--- config.mk ---
export PLATFORM = sky130hd
export DESIGN_NAME = heartbeat_monitor
export DESIGN_NICKNAME = d
export VERILOG_FILES = /design/src/rtl/heartbeat_monitor.sv
export SDC_FILE = /design/constraint.sdc
export NUM_CORES = 1
export LEC_CHECK = 0
export ABC_AREA = 1
export BUFFER_PORTS_ARGS = -buffer_cell sky130_fd_sc_hd__buf_2
export CAP_MARGIN = 20
export CORE_MARGIN = 8
export CORE_UTILIZATION = 45
export DETAILED_ROUTE_END_ITERATION = 12
export GPL_TIMING_DRIVEN = 0
export PLACE_DENSITY_LB_ADDON = 0.3
export SKIP_LAST_GASP = 1
export SYNTH_ARGS = -nofsm -noshare
export SYNTH_HDL_FRONTEND = slang
export SYNTH_SLANG_ARGS = --single-unit
--- constraint.sdc ---
create_clock -name clk -period 4.5 [get_ports clk]
set_input_delay 0.9 -clock clk [delete_from_list [all_inputs] [get_ports clk]]
set_output_delay 0.9 -clock clk [all_outputs]
set_load 0.03 [all_outputs]
--- src/rtl/heartbeat_monitor.sv ---
// -----------------------------------------------------------------------------
// heartbeat_monitor
//   Watches the 1-cycle heartbeat pulse from the heartbeat counter and checks
//   its cadence. It measures the interval between rising edges of `beat` and
//   locks after LOCK_COUNT consecutive in-window intervals. Once locked, an
//   early, late or missing beat is a fault. A fault pulses fault_pulse for one
//   cycle, sets the sticky alarm, and bumps a saturating fault_count.
//   The monitor runs in the same clock domain as the heartbeat source.
//
// Ports
//   clk          in   1   clock
//   nreset       in   1   asynchronous active-low reset
//   enable       in   1   1 = monitor running, 0 = idle
//   beat         in   1   heartbeat input; each rising edge is one beat
//   clear        in   1   1-cycle strobe that clears alarm and fault_count
//   locked       out  1   cadence locked
//   alarm        out  1   sticky fault flag
//   fault_pulse  out  1   1-cycle pulse for each detected fault
//   period       out  W   last measured beat interval, in cycles
//   fault_count  out  FW  faults since reset/clear, saturating
// -----------------------------------------------------------------------------
module heartbeat_monitor #(
  parameter int W          = 16,
  parameter int MIN_PERIOD = 254,
  parameter int MAX_PERIOD = 258,
  parameter int LOCK_COUNT = 4,
  parameter int FW         = 8
) (
  input  logic          clk,
  input  logic          nreset,
  input  logic          enable,
  input  logic          beat,
  input  logic          clear,
  output logic          locked,
  output logic          alarm,
  output logic          fault_pulse,
  output logic [W-1:0]  period,
  output logic [FW-1:0] fault_count
);

  localparam int GW = $clog2(LOCK_COUNT + 1);

  localparam logic [W-1:0]  MIN_P     = W'(MIN_PERIOD);
  localparam logic [W-1:0]  MAX_P     = W'(MAX_PERIOD);
  localparam logic [W-1:0]  CNT_ONE   = W'(1);
  localparam logic [W-1:0]  CNT_SAT   = '1;
  localparam logic [GW-1:0] GOOD_LOCK = GW'(LOCK_COUNT);
  localparam logic [FW-1:0] FC_SAT    = '1;

  typedef enum logic [1:0] {
    IDLE,
    ACQUIRE,
    TRACK,
    LOCKED
  } state_t;

  state_t        state_q, state_d;
  logic [W-1:0]  cnt_q, cnt_d;
  logic [GW-1:0] good_q, good_d;
  logic          beat_dly_q;
  logic [W-1:0]  period_q, period_d;
  logic          locked_q, locked_d;
  logic          alarm_q, alarm_d;
  logic          fault_pulse_q, fault_pulse_d;
  logic [FW-1:0] fault_count_q, fault_count_d;

  logic          beat_edge;
  logic          in_win;
  logic          timeout;
  logic          fault;
  logic [W-1:0]  cnt_next;
  logic [GW-1:0] good_inc;

  // A held-high beat produces only one edge.
  assign beat_edge = beat & ~beat_dly_q;
  assign in_win    = (cnt_q >= MIN_P) && (cnt_q <= MAX_P);
  // Fire on the last acceptable cycle. A beat that arrives one cycle later is
  // therefore reported as missing, not as late.
  assign timeout   = !beat_edge && (cnt_q == MAX_P);
  assign cnt_next  = beat_edge ? CNT_ONE
                   : (cnt_q == CNT_SAT) ? cnt_q : cnt_q + CNT_ONE;
  assign good_inc  = good_q + GW'(1);

  always_comb begin
    // NOTE: every signal driven here gets a default first, so no path through
    // the case can leave one unassigned and infer a latch.
    state_d  = state_q;
    cnt_d    = cnt_q;
    good_d   = good_q;
    period_d = period_q;
    fault    = 1'b0;

    unique case (state_q)
      IDLE: begin
        cnt_d  = '0;
        good_d = '0;
        if (enable) state_d = ACQUIRE;
      end
      ACQUIRE: begin
        cnt_d = cnt_next;
        if (beat_edge) begin
          state_d = TRACK;
          good_d  = '0;
        end
      end
      TRACK: begin
        cnt_d = cnt_next;
        if (beat_edge) begin
          period_d = cnt_q;
          if (in_win) begin
            good_d = good_inc;
            if (good_inc == GOOD_LOCK) state_d = LOCKED;
          end else begin
            good_d = '0;
          end
        end else if (timeout) begin
          state_d = ACQUIRE;
          good_d  = '0;
        end
      end
      LOCKED: begin
        cnt_d = cnt_next;
        if (beat_edge) begin
          period_d = cnt_q;
          if (!in_win) begin
            fault   = 1'b1;
            state_d = TRACK;
            good_d  = '0;
          end
        end else if (timeout) begin
          fault   = 1'b1;
          state_d = ACQUIRE;
          good_d  = '0;
        end
      end
      default: state_d = IDLE;
    endcase

    // Disabling overrides everything. A fault found in the same cycle is
    // dropped, and the last measured period is kept.
    if (!enable) begin
      state_d  = IDLE;
      cnt_d    = '0;
      good_d   = '0;
      period_d = period_q;
      fault    = 1'b0;
    end

    // Register the next state so that locked follows the deciding cycle
    // with one cycle of latency, not two.
    locked_d      = (state_d == LOCKED);
    fault_pulse_d = fault;

    // A fault takes priority over clear, so nothing is lost when both
    // happen in the same cycle.
    alarm_d       = fault ? 1'b1 : (clear ? 1'b0 : alarm_q);
    if (clear) begin
      fault_count_d = fault ? FW'(1) : '0;
    end else if (fault && (fault_count_q != FC_SAT)) begin
      fault_count_d = fault_count_q + FW'(1);
    end else begin
      fault_count_d = fault_count_q;
    end
  end

  // NOTE: sequential state uses non-blocking assignments only, so every flop
  // samples the pre-edge values regardless of statement order.
  always_ff @(posedge clk or negedge nreset) begin
    if (!nreset) begin
      state_q       <= IDLE;
      cnt_q         <= '0;
      good_q        <= '0;
      beat_dly_q    <= 1'b0;
      period_q      <= '0;
      locked_q      <= 1'b0;
      alarm_q       <= 1'b0;
      fault_pulse_q <= 1'b0;
      fault_count_q <= '0;
    end else begin
      state_q       <= state_d;
      cnt_q         <= cnt_d;
      good_q        <= good_d;
      beat_dly_q    <= beat;
      period_q      <= period_d;
      locked_q      <= locked_d;
      alarm_q       <= alarm_d;
      fault_pulse_q <= fault_pulse_d;
      fault_count_q <= fault_count_d;
    end
  end

  assign locked      = locked_q;
  assign alarm       = alarm_q;
  assign fault_pulse = fault_pulse_q;
  assign period      = period_q;
  assign fault_count = fault_count_q;

endmodule
==> impl_metrics.toml <==
[cts]
cts_hold_buf = 0
cts_resized = 0
htreeDepth = 2
max-clock-path-buffers = 2
tritoncts = "yes"
postCtsSetupRepairBufs = 0
clkTransAtPathRegs_ns = 0.08
clock-sinks = 49
numCtsBuffers = 5
root_buffer = "clkbuf_8"
clk_latency_ns = 0.31

[layout]
diodes = 0
seqCellArea_um2 = 1230
final_core_util = 0.523
layout-drive-gt1-share = 0.188
multi_input_area_um2 = 1270
fillers = 622
area_growth_pct = 14.2
design_area_um2 = 3040
final_nets = 381

[logic_synthesis]
yosysSeqAreaShare = 0.461
synth_edf_count = 0
syn_inst = 334
synth_commonest_cells = "nand2_1, dfrtp_1, nor2_1, inv_1, nand3_1"
ys_top_cells_by_area = "dfrtp_1, nand2_1, nor2_1, nand3_1, inv_1"
synth.distinct_cells = 38
ys_ff_latch = 49
synthFlopType = "dfrtp_1"
synth_fp_nets = 344
synthArstFlopShare = 1.00
synth_top_cell_by_area = "dfrtp_1"
synth_top_area_frac = 0.461
avgSynthCellArea_um2 = 7.97
synth_warnings = 0
syn-cell-area_um2 = 2660
synth.most_common_cell = "nand2_1"

[placed_design]
dpl-instance-area_um2 = 2900
gp_congestion = 0.897
dp_hpwl_um = 4320
portBuffers = 29
dp_slack_ns = 2.08

[critical_path]
reg2reg_setup_slack_ns = 2.71
reg2reg_to = "good_q[2]"
worst_setup_path_start_kind = "input pin"
worst_setup_path_end_kind = "flip-flop"
path_class = "input pin to flip-flop"
arrival_ns = 2.33
r2r-start = "beat_dly_q"
critPathMaxFanout = 9
cp.required_ns = 4.75
r2r_cells = 7

[power_and_ir_drop]
p_leak_nw = 1.56
clkPwrFrac = 0.395
vdd_drop_max_v = 0.000173
comb_power_share = 0.066
switchingPower_mw = 0.195
powerDensity_nw_per_um2 = 275
seqPwrFrac = 0.539
internal_power_mw = 0.641
swShare = 0.234

[global_routing]
grt_pass1_vias = 2207
grt_usage = 0.143
gr-total-overflow = 0
grt_start_max_net_pins = 50
grt_pass1_wl_um = 10100
antenna_found_initial = 0

[die]
die_y_um = 92.9
row_count = 28
fp.dieArea_um2 = 8630
core_area_um2 = 5820
die_w_um = 92.9
io_pins = 32
initial_utilization = 0.458

[timing]
fin_crit_sh = 0.462
slew_viol_final = 0
worst_pin_slew_ns = 0.595
fmax_ghz = 0.481
slew-limit-headroom = 0.603
hold_viol = 0
worst_slack_ns = 2.42
setup_viol = 0
finalCriticalPeriod_ns = 2.08
finalSetupTns_ns = 0
rsz0062_at_grt = "no"
skew_ns = 0.00842

[worst_hold_path]
hp-start = "good_q[2]"
min_delay_path_depth = 2
min-delay-path-class = "flip-flop to flip-flop"
hold_end = "good_q[2]"

[route]
drt_iter0_markers = 131
ant_nets = 0
drt_first_pass_iters = 4
routed_wl_um = 5860
via_per_inst = 4.98
drc = 0
vias = 2224
routedWlPerCell_um = 13.1

[status]
status = "finished, final reports clean"

[flow_run]
drv_cap = 0
[through the flow]
step | cells | hold WS [ns] | power (mW)
after detailed placement | 438 | 0.465 | 0.513
after floorplan | 334 | 0.442 | 0.492
after CTS | 446 | 0.488 | 0.845
after global placement | 438 | 0.459 | 0.512
after global routing | 447 | 0.508 | 0.868
final | 447 | 0.479 | 0.837
[power groups by stage]
stage / combinational (mW) / clock (mW) / sequential, mW
floorplan: 0.0291 / 0 / 0.463
global placement: 0.0529 / 0 / 0.459
detailed placement: 0.0540 / 0 / 0.459
CTS: 0.0541 / 0.340 / 0.451
global route: 0.0630 / 0.354 / 0.452
finish: 0.0553 / 0.331 / 0.451
[critical path, stage by stage]
cell	delay, ns
buf_2	0.08
inv_1	0.05
nor2_4	0.21
nand3_1	0.45
a21boi_0	0.34
nand2_1	0.10
nand2_1	0.08
nand2_1	0.05
nand2_1	0.05
[state kept, by name, indices dropped and copies added, names as in the netlist]
register	cells
alarm	1
beat_dly_q	1
cnt_q	16
fault_count	8
fault_pulse	1
good_q	3
locked	1
period	16
state_q	2
[cell type report]
| class | count | share of cell area |
|---|---|---|
| multi-input cells | 245 | 0.419 |
| flip-flops and latches | 49 | 0.403 |
| repair buffers | 30 | 0.0543 |
| inverters | 33 | 0.0407 |
| well taps | 75 | 0.0309 |
| clock buffers | 6 | 0.0272 |
| clock inverters | 2 | 0.0123 |
| plain buffers | 7 | 0.0119 |
[worst max path at each step]
stage,startpoint,to,slack (ns),cells past startpoint
floorplan,enable,cnt_q[14],2.49,9
global placement,beat,good_q[1],2.16,9
detailed placement,beat,good_q[1],2.08,9
CTS,beat,good_q[1],2.41,9
global route,beat,period[9],2.31,7
finish,beat,good_q[2],2.42,9
[cells by family (layout without fill, tap and decap cells)]
family                     Yosys count  after routing  synth area share
buffers and inverters               40             78            0.0602
AOI/OAI and AO/OA                   36             36            0.0851
and+or+nand+nor                    191            191             0.322
xor gates and xnor gates             7              7            0.0230
DFF                                 49             49             0.461
muxes                                6              6            0.0254
adders and majority gates            5              5            0.0235
[cells in the final DEF, fill, tap and decap left out, drive strengths merged]
cell type / netlist / routed
buf: 3 / 33
clkinvlp: 0 / 1
xnor2: 1 / 1
nand2: 95 / 95
nor4: 3 / 3
a41oi: 1 / 1
o21a: 1 / 1
xor2: 6 / 6
ha: 5 / 5
clkbuf: 4 / 10
a21oi: 9 / 9
nand3: 31 / 31
a31oi: 4 / 4
bufinv: 0 / 1
nor3: 5 / 5
o211ai: 1 / 1
mux2: 6 / 6
clkinv: 1 / 1
inv: 32 / 32
or2: 3 / 3
dfrtp: 49 / 49
o21ai: 19 / 19
a21boi: 1 / 1
nor2: 51 / 51
nor3b: 1 / 1
and3: 1 / 1
nand3b: 1 / 1
[routing by layer]
layer	part of all wire	track usage	routed length, um	up-vias
li1	-	-	-	1146
met1	0.46	0.171	2670	1009
met2	0.46	0.240	2720	59
met3	0.061	0.0364	355	10
met4	0.019	0.0577	111	0
met5	0	0	0	-
(Power assumes the default switching activity.)
